**config.mk**
```make
export PLATFORM = sky130hd
export DESIGN_NAME = mmda
export DESIGN_NICKNAME = d
export VERILOG_FILES = /design/src/rtl/mmda_pkg.sv /design/src/rtl/mmda_da_row.sv /design/src/rtl/mmda.sv
export SDC_FILE = /design/constraint.sdc
export NUM_CORES = 1
export LEC_CHECK = 0
export ABC_AREA = 1
export CAP_MARGIN = 10
export CORE_MARGIN = 2
export CORE_UTILIZATION = 60
export CTS_BUF_LIST = sky130_fd_sc_hd__clkbuf_16
export DETAILED_ROUTE_END_ITERATION = 8
export MAX_ROUTING_LAYER = met4
export PLACE_DENSITY = 0.85
export SLEW_MARGIN = 20
export SYNTH_ARGS = -nofsm -noshare
export SYNTH_HDL_FRONTEND = slang
export SYNTH_SLANG_ARGS = --single-unit
```
**constraint.sdc**
```tcl
create_clock -name clk -period 7.9 [get_ports clk]
set_input_delay 0.79 -clock clk [delete_from_list [all_inputs] [get_ports clk]]
set_output_delay 0.79 -clock clk [all_outputs]
set_load 0.05 [all_outputs]
```
**src/rtl/mmda_pkg.sv**
```systemverilog
// rtl/mmda_pkg.sv - shared constants and sequencer phase type for the mmda block
package mmda_pkg;
    localparam int DW      = 8;
    localparam int N       = 3;
    localparam int ACC_W   = 2*DW + 2;
    localparam int LUT_W   = DW + 2;
    localparam int CNT_MAX = 8;

    typedef enum logic [1:0] {
        PH_LOAD,
        PH_ACCUM,
        PH_LAST
    } phase_t;
endpackage

```
**src/rtl/mmda_da_row.sv**
```systemverilog
// rtl/mmda_da_row.sv - one matrix row: 8-entry partial-sum LUT plus shift-accumulator
module da_row #(
    parameter int DW = mmda_pkg::DW
) (
    input  logic          clk,
    input  logic          reset,
    input  logic          clr,
    input  logic          en,
    input  logic [DW-1:0] x0,
    input  logic [DW-1:0] x1,
    input  logic [DW-1:0] x2,
    input  logic [2:0]    addr,
    output logic [DW-1:0] acc
);
    localparam int AW = 2*DW + 2;
    localparam int LW = DW + 2;

    logic [LW-1:0] lut [8];
    logic [AW-1:0] acc_q;
    logic [AW-1:0] acc_nxt;

    always_comb begin
        for (int i = 0; i < 8; i++) begin
            lut[i] = (i[0] ? LW'(x0) : '0) + (i[1] ? LW'(x1) : '0) + (i[2] ? LW'(x2) : '0);
        end
    end

    assign acc_nxt = (acc_q << 1) + AW'(lut[addr]);

    // Exposes the post-step value so the top can latch a result on the same edge as the last step.
    assign acc = acc_nxt[DW-1:0];

    always_ff @(posedge clk) begin
        if (reset) begin
            acc_q <= '0;
        end else if (clr) begin
            acc_q <= '0;
        end else if (en) begin
            acc_q <= acc_nxt;
        end
    end
endmodule

```
**src/rtl/mmda.sv**
```systemverilog
// rtl/mmda.sv - 3x3 matrix by vector product using bit-serial distributed arithmetic
module mmda #(
    parameter int DW = mmda_pkg::DW
) (
    input  logic [DW-1:0] a,
    input  logic [DW-1:0] b,
    input  logic [DW-1:0] c,
    input  logic [DW-1:0] d,
    input  logic [DW-1:0] e,
    input  logic [DW-1:0] f,
    input  logic [DW-1:0] g,
    input  logic [DW-1:0] h,
    input  logic [DW-1:0] j,
    input  logic [DW-1:0] c0,
    input  logic [DW-1:0] c1,
    input  logic [DW-1:0] c2,
    output logic [DW-1:0] y0,
    output logic [DW-1:0] y1,
    output logic [DW-1:0] y2,
    input  logic          clk,
    input  logic          reset
);
    import mmda_pkg::*;

    localparam int CW = $clog2(DW + 1);
    localparam int IW = $clog2(DW);

    logic [CW-1:0] cnt, cnt_nxt;
    phase_t        phase;
    logic          clr, en, y_load;
    logic [IW-1:0] bit_idx;
    logic [2:0]    addr;

    logic [DW-1:0] ar, br, cr, dr, er, fr, gr, hr, jr, c0r, c1r, c2r;
    logic [DW-1:0] r0, r1, r2;

    always_ff @(posedge clk) begin
        if (reset) begin
            cnt <= '0;
        end else begin
            cnt <= cnt_nxt;
        end
    end

    always_comb begin
        phase = PH_ACCUM;
        if (cnt == '0) begin
            phase = PH_LOAD;
        end else if (cnt == CW'(DW)) begin
            phase = PH_LAST;
        end
        cnt_nxt = cnt + 1'b1;
        if (phase == PH_LAST) begin
            cnt_nxt = '0;
        end
    end

    // Bit slices are walked MSB first: cnt=1 selects bit DW-1, cnt=DW selects bit 0.
    always_comb begin
        clr     = (phase == PH_LOAD);
        en      = (phase != PH_LOAD);
        y_load  = (phase == PH_LAST);
        bit_idx = IW'(CW'(DW) - cnt);
        addr    = '0;
        if (phase != PH_LOAD) begin
            addr = {c2r[bit_idx], c1r[bit_idx], c0r[bit_idx]};
        end
    end

    always_ff @(posedge clk) begin
        if (reset) begin
            {ar, br, cr, dr, er, fr, gr, hr, jr} <= '0;
            {c0r, c1r, c2r} <= '0;
            {y0, y1, y2} <= '0;
        end else begin
            if (phase == PH_LOAD) begin
                {ar, br, cr, dr, er, fr, gr, hr, jr} <= {a, b, c, d, e, f, g, h, j};
                {c0r, c1r, c2r} <= {c0, c1, c2};
            end
            if (y_load) begin
                y0 <= r0;
                y1 <= r1;
                y2 <= r2;
            end
        end
    end

    da_row #(.DW(DW)) u_row0 (
        .clk(clk), .reset(reset), .clr(clr), .en(en),
        .x0(ar), .x1(br), .x2(cr), .addr(addr), .acc(r0)
    );

    da_row #(.DW(DW)) u_row1 (
        .clk(clk), .reset(reset), .clr(clr), .en(en),
        .x0(dr), .x1(er), .x2(fr), .addr(addr), .acc(r1)
    );

    da_row #(.DW(DW)) u_row2 (
        .clk(clk), .reset(reset), .clr(clr), .en(en),
        .x0(gr), .x1(hr), .x2(jr), .addr(addr), .acc(r2)
    );
endmodule

```
Word-level counts from Yosys, hierarchy flattened
Cells that the tools add are included.
{"block": "op_classes", "addsub": 17, "n_mux": 18, "eq_ne": 2, "bitwise": 1, "n_reduce_logical": 5, "n_lt_le_gt_ge": 2}
{"operator": "binary-select mux 10 bit (select 3 bit)", "n": 3}
{"operator": "adder 8 x 8 -> 9 bit", "n": 9}
{"operator": "two-way mux 8 bit", "n": 6}
{"operator": "adder 10 x 8 -> 10 bit", "n": 3}
{"operator": "adder 8 bit", "n": 3}
{"operator": "binary-select mux 1 bit (select 3 bit)", "n": 3}
{"operator": "adder 4 x 1 -> 4 bit (second input constant)", "n": 1}
{"operator": "equality test 4 bit (second input constant)", "n": 1}
{"operator": ">= comparator 4 bit (second input constant)", "n": 1}
{"operator": "zero test 4 bit", "n": 1}
{"operator": "< comparator 3 x 4 -> 1 bit (second input constant)", "n": 1}
{"operator": "two-way mux 2 bit", "n": 2}
{"operator": "NOT 3 -> 4 bit", "n": 1}
{"operator": "OR reduction 2 bit", "n": 2}
{"operator": "two-way mux 1 bit", "n": 3}
{"operator": "two-way mux 3 bit", "n": 1}
{"operator": "subtractor 1 x 3 -> 3 bit (first input constant)", "n": 1}
{"operator": "equality test 2 bit (second input constant)", "n": 1}
{"operator": "zero test 2 bit", "n": 1}
{"operator": "nonzero test 2 bit", "n": 1}
{"block": "totals", "output_inout_bits": 24, "register_bits": 145}

Longest topological paths before layout
{"block": "depth", "ltp_word": 10, "mapped_depth": 29}

Hierarchy
Synthesis repeated with hierarchy kept, for this count alone.
{"block": "hier_totals", "hier_cells": 1629, "hier_area_um2": 11123.2}
{"mod": "mmda", "n_inst": 1, "cells_per_inst": 602, "seq_area_each_um2": 2482.4, "area_each_um2": 4598.2}
{"mod": "da_row (u_row1 ...)", "n_inst": 2, "cells_per_inst": 340, "seq_area_each_um2": 140.1, "area_each_um2": 2174.6}
{"mod": "da_row (u_row0)", "n_inst": 1, "cells_per_inst": 347, "seq_area_each_um2": 140.1, "area_each_um2": 2175.8}

Worst setup path before layout
Ideal clock, no wire load.
{"block": "synth_path", "path_type": "register -> register", "from": "register cnt[0]", "to": "register y1[7]", "stages_incl_launch_ff": 26, "arrival_ns": 3.619, "slack_ns": 4.168, "cell_sequence": "dfxtp_1 inv_2 buf_4 ha_1 inv_2 nor2_1 o21ai_1 nand2_2 nor2_4 nor2_8 buf_2 or2_2 o211ai_1 a32o_1 inv_1 ha_1 fa_1 a21oi_1 nor2_1 nor2_1 o21bai_1 a21oi_1 xor2_1 nand3_1 nand3_1 nand2_1"}
{"block": "synth_between", "elab_chain_len": 10}
{"element": "start, declared", "line": "mmda.sv:28", "text": "logic [CW-1:0] cnt, cnt_nxt;"}
{"element": "start signal, assigned", "line": "mmda.sv:41", "text": "cnt <= cnt_nxt;"}
{"element": "parallel branches: the longest is 10 deep, another holds adder 8 bit"}
{"element": "end signal, assigned", "line": "mmda.sv:82", "text": "y1 <= r1;"}
{"element": "end, declared", "line": "mmda.sv:18", "text": "output logic [DW-1:0] y1,"}
Parallel ways; which one is timed is not known. The select of a mux whose other input is x is not followed.
A chain may end at the register's enable or synchronous reset.

Worst setup path after layout
{"block": "layout_path", "from": "register cnt[0]", "to": "register y2[7]"}
{"block": "layout_between", "elab_chain_len": 10}
{"element": "parallel branches: the longest is 10 deep, another holds adder 8 bit"}
{"element": "end signal, assigned", "line": "mmda.sv:83", "text": "y2 <= r2;"}
{"element": "end, declared", "line": "mmda.sv:19", "text": "output logic [DW-1:0] y2,"}
Parallel ways; which one is timed is not known. The select of a mux whose other input is x is not followed.

==> results.py <==
metrics = {
    "global_routing": {
        "gr-usage-all-layers_pct": 31.0,
        "grt_max_degree": 98,
        "grt-ovfl-total": 0,
        "antenna_found_initial": 0,
        "grt_pass1_vias": 9524,
        "grt_pass1_wl_mm": 45.1,
    },
    "worst_setup_path": {
        "end_kind": "register",
        "rr_worst_depth": 26,
        "reg2reg_to": "y2[7]",
        "cpMostUsedCell": "a21oi_1",
        "cp.arrival_ns": 6.28,
        "critPathRequiredTime_ns": 8.22,
        "critPathMaxStageDelay_ns": 0.71,
        "critPathKind": "register to register",
        "crit_slowest_cell": "nor2_8",
        "startpoint_type": "register",
        "ff2ff_setup_slack_ns": 1.94,
        "cpLargestDelayFamily": "simple AND/OR/NAND/NOR gates",
        "r2r-start": "cnt[0]",
        "path_buf_inv": 6,
        "critPathMaxFanout": 88,
    },
    "clocking": {
        "cts_resized": 0,
        "clk_latency_ns": 0.43,
        "numCtsBuffers": 17,
        "cts_setup_buffers": 0,
        "cts_tree": "yes",
        "cts_buffer_depth": 2,
        "clockRootBuffer": "clkbuf_16",
        "path_clk_slew_ns": 0.07,
        "clock_sinks": 145,
        "hold_buffers": 0,
        "cts-htree-levels": 4,
    },
    "die": {
        "floorplan.rows": 48,
        "die_area_um2": 18500,
        "io_pins": 122,
        "start_util_pct": 61.0,
        "core_area_um2": 17200,
        "die_w_um": 136,
        "die_h_um": 136,
    },
    "sta": {
        "fin_skew_ns": 0.00865,
        "min_period_over_period_pct": 75.4,
        "hold_violations": 0,
        "slew_violations": 0,
        "rsz0062_at_grt": "no",
        "fmaxAchievable_ghz": 0.168,
        "setup_violations": 0,
        "fin_setup_tns_ns": 0,
        "relSlewSlack_pct": 36.8,
        "post-route-min-period_ns": 5.96,
        "worstMarginPinSlew_ns": 0.948,
    },
    "synthesis": {
        "syn-cell-area_um2": 10500,
        "ys_types": 41,
        "ys_warn_count": 0,
        "yosys.area_share.adder_pct": 15.3,
        "synth-seq-cells": 145,
        "synth-xor-area-share_pct": 5.77,
        "synth_mux_area_share_pct": 0.191,
        "synth_nets": 1712,
        "yosysTopAreaCellShare_pct": 27.7,
        "synth_top_cell_by_area": "dfxtp_1",
        "synthSimpleGateAreaFrac_pct": 24.6,
        "synth_compound_area_share_pct": 19.1,
        "yosysSeqAreaShare_pct": 27.7,
        "ys_top_cells_by_area": "dfxtp_1, ha_1, nor2_1, nand2_1, o21ai_0",
        "synth_top_family_by_area": "simple AND/OR/NAND/NOR gates",
        "netlist_instances": 1495,
        "synth.avg_cell_area_um2": 7.01,
    },
    "worst_hold_path": {
        "hold_path_depth": 2,
        "holdPathEnd": "y1[1]",
        "hold_path.startpoint": "y1[1]",
        "hold_path.class": "register to register",
    },
    "detailed_routing": {
        "vias": 10400,
        "dr.pass1.iters": 5,
        "drt_iter0_markers": 1078,
        "antenna_left": 0,
        "drt-total-wl_mm": 27.2,
        "drc": 0,
        "avgViaCountPerCell": 5.75,
        "post_drt_wl_per_cell_um": 15.0,
    },
    "placed_design": {
        "gp_congestion": 0.946,
        "port_buffers": 121,
        "dp_hpwl_mm": 19.4,
        "dpl.cell_count": 1781,
        "place_area_um2": 11700,
    },
    "cells_and_area": {
        "stdcell_area_um2": 12300,
        "instances_no_fill": 1812,
        "diodes": 0,
        "syn2layout_area_growth_pct": 17.6,
        "nets": 1792,
        "drive_gt1_share_pct": 5.10,
    },
    "pwr": {
        "p_leak_nw": 5.71,
        "powerDensity_nw_per_um2": 246,
        "total_power_mw": 3.03,
        "ir_worst_vdd_v": 0.000178,
    },
    "outcome": {
        "status": "finished clean",
    },
    "job": {
        "max-cap-violations": 0,
    },
}
==> cells by family (layout without fill, tap and decap cells) <==
group                      Yosys count  in the layout
adders and majority gates          119            119
DFF                                145            145
AOI/OAI and AO/OA                  359            359
buffers and inverters              180            272
muxes                                2              2
xor gates and xnor gates            69             69
and+or+nand+nor                    621            621
==> worst register-to-register path, delay by kind of cell (launching register included) <==
| family | cells | cell delay (ns) |
|---|---|---|
| and+or+nand+nor | 10 | 1.89 |
| buffers and inverters | 6 | 1.70 |
| adders and majority gates | 3 | 0.79 |
| AOI/OAI and AO/OA | 6 | 0.78 |
| DFF | 1 | 0.46 |
| xor gates and xnor gates | 1 | 0.21 |
==> stage by stage <==
step / hold slack [ns] / setup slack [ns] / util (%)
finish: 0.459 / 1.94 / 71.7
global route: 0.484 / 1.34 / 71.7
CTS: 0.460 / 1.97 / 71.7
detailed placement: 0.445 / 2.06 / 68.0
global placement: 0.439 / 2.20 / 68.0
floorplan: 0.465 / 4.17 / -
==> per-layer routing <==
metal / global-route usage (%) / up-vias / routed length, um
met2: 49.1 / 446 / 12300
li1: - / 5188 / -
met1: 41.4 / 4717 / 12200
met5: - / - / 0
met4: 9.55 / 0 / 609
met3: 3.95 / 63 / 2080
==> power by group <==
group | total (mW) | internal, mW | switching, mW
clock network | 0.875 | 0.533 | 0.342
registers | 0.912 | 0.815 | 0.0972
logic | 1.25 | 0.481 | 0.765
total | 3.03 | 1.83 | 1.20
==> state kept, by name, summed over array words and instances (netlist names), 7 cells and up <==
| name | count |
|---|---|
| ar | 8 |
| hr | 8 |
| u_row2.acc_q | 7 |
| u_row1.acc_q | 7 |
| c1r | 8 |
| br | 8 |
| fr | 8 |
| gr | 8 |
| u_row0.acc_q | 7 |
| cr | 8 |
| y1 | 8 |
| y2 | 8 |
| y0 | 8 |
| er | 8 |
| dr | 8 |
| c2r | 8 |
| c0r | 8 |
| jr | 8 |
==> synthesized netlist by cell type (all sizes together) <==
cell type / n
clkbuf: 34
o21ai: 182
o211ai: 26
nand3: 91
xor2: 39
o21a: 1
a31o: 5
nand2: 244
o31ai: 1
nor2: 256
o21bai: 5
a21oi: 101
dfxtp: 145
a21o: 3
a311oi: 4
xnor2: 30
a32o: 2
inv: 112
o2111ai: 3
buf: 34
nand4: 10
or2: 19
ha: 104
mux2i: 2
nand3b: 1
o22ai: 2
a31oi: 24
fa: 15
==> worst max path at each step <==
| stage | from | endpoint | slack (ns) | cells past startpoint |
|---|---|---|---|---|
| 2_1_floorplan | cnt[0] | y1[7] | 4.17 | 25 |
| 3_3_place_gp | cnt[0] | y2[7] | 2.20 | 26 |
| 3_5_place_dp | cnt[0] | y2[7] | 2.06 | 26 |
| 4_1_cts | cnt[0] | y2[7] | 1.97 | 26 |
| 5_1_grt | cnt[0] | y2[7] | 1.34 | 26 |
| 6_report | cnt[0] | y2[7] | 1.94 | 26 |
==> final cells by class <==
cell class / count / area, um2
clock buffers: 17 / 425
clock inverters: 14 / 206
fillers: 1405 / 4860
inverters: 112 / 422
multi-input cells: 1170 / 6810
flip-flops and latches: 145 / 2900
well taps: 225 / 282
repair buffers: 129 / 1270
==> cells in the final DEF, fill, tap and decap left out, types with 7 or more instances in the layout <==
master / n
a21oi_1: 100
ha_1: 104
o21ai_1: 30
xnor2_1: 30
dfxtp_1: 145
nor2_1: 251
clkdlybuf4s50_1: 121
nand4_1: 10
fa_1: 15
clkbuf_16: 17
inv_1: 104
xor2_1: 39
buf_4: 8
o211ai_1: 22
nand2_1: 241
inv_2: 7
a31oi_1: 24
nand3_1: 91
or2_2: 16
o21ai_0: 152
Power figures use the tool's default switching activity.
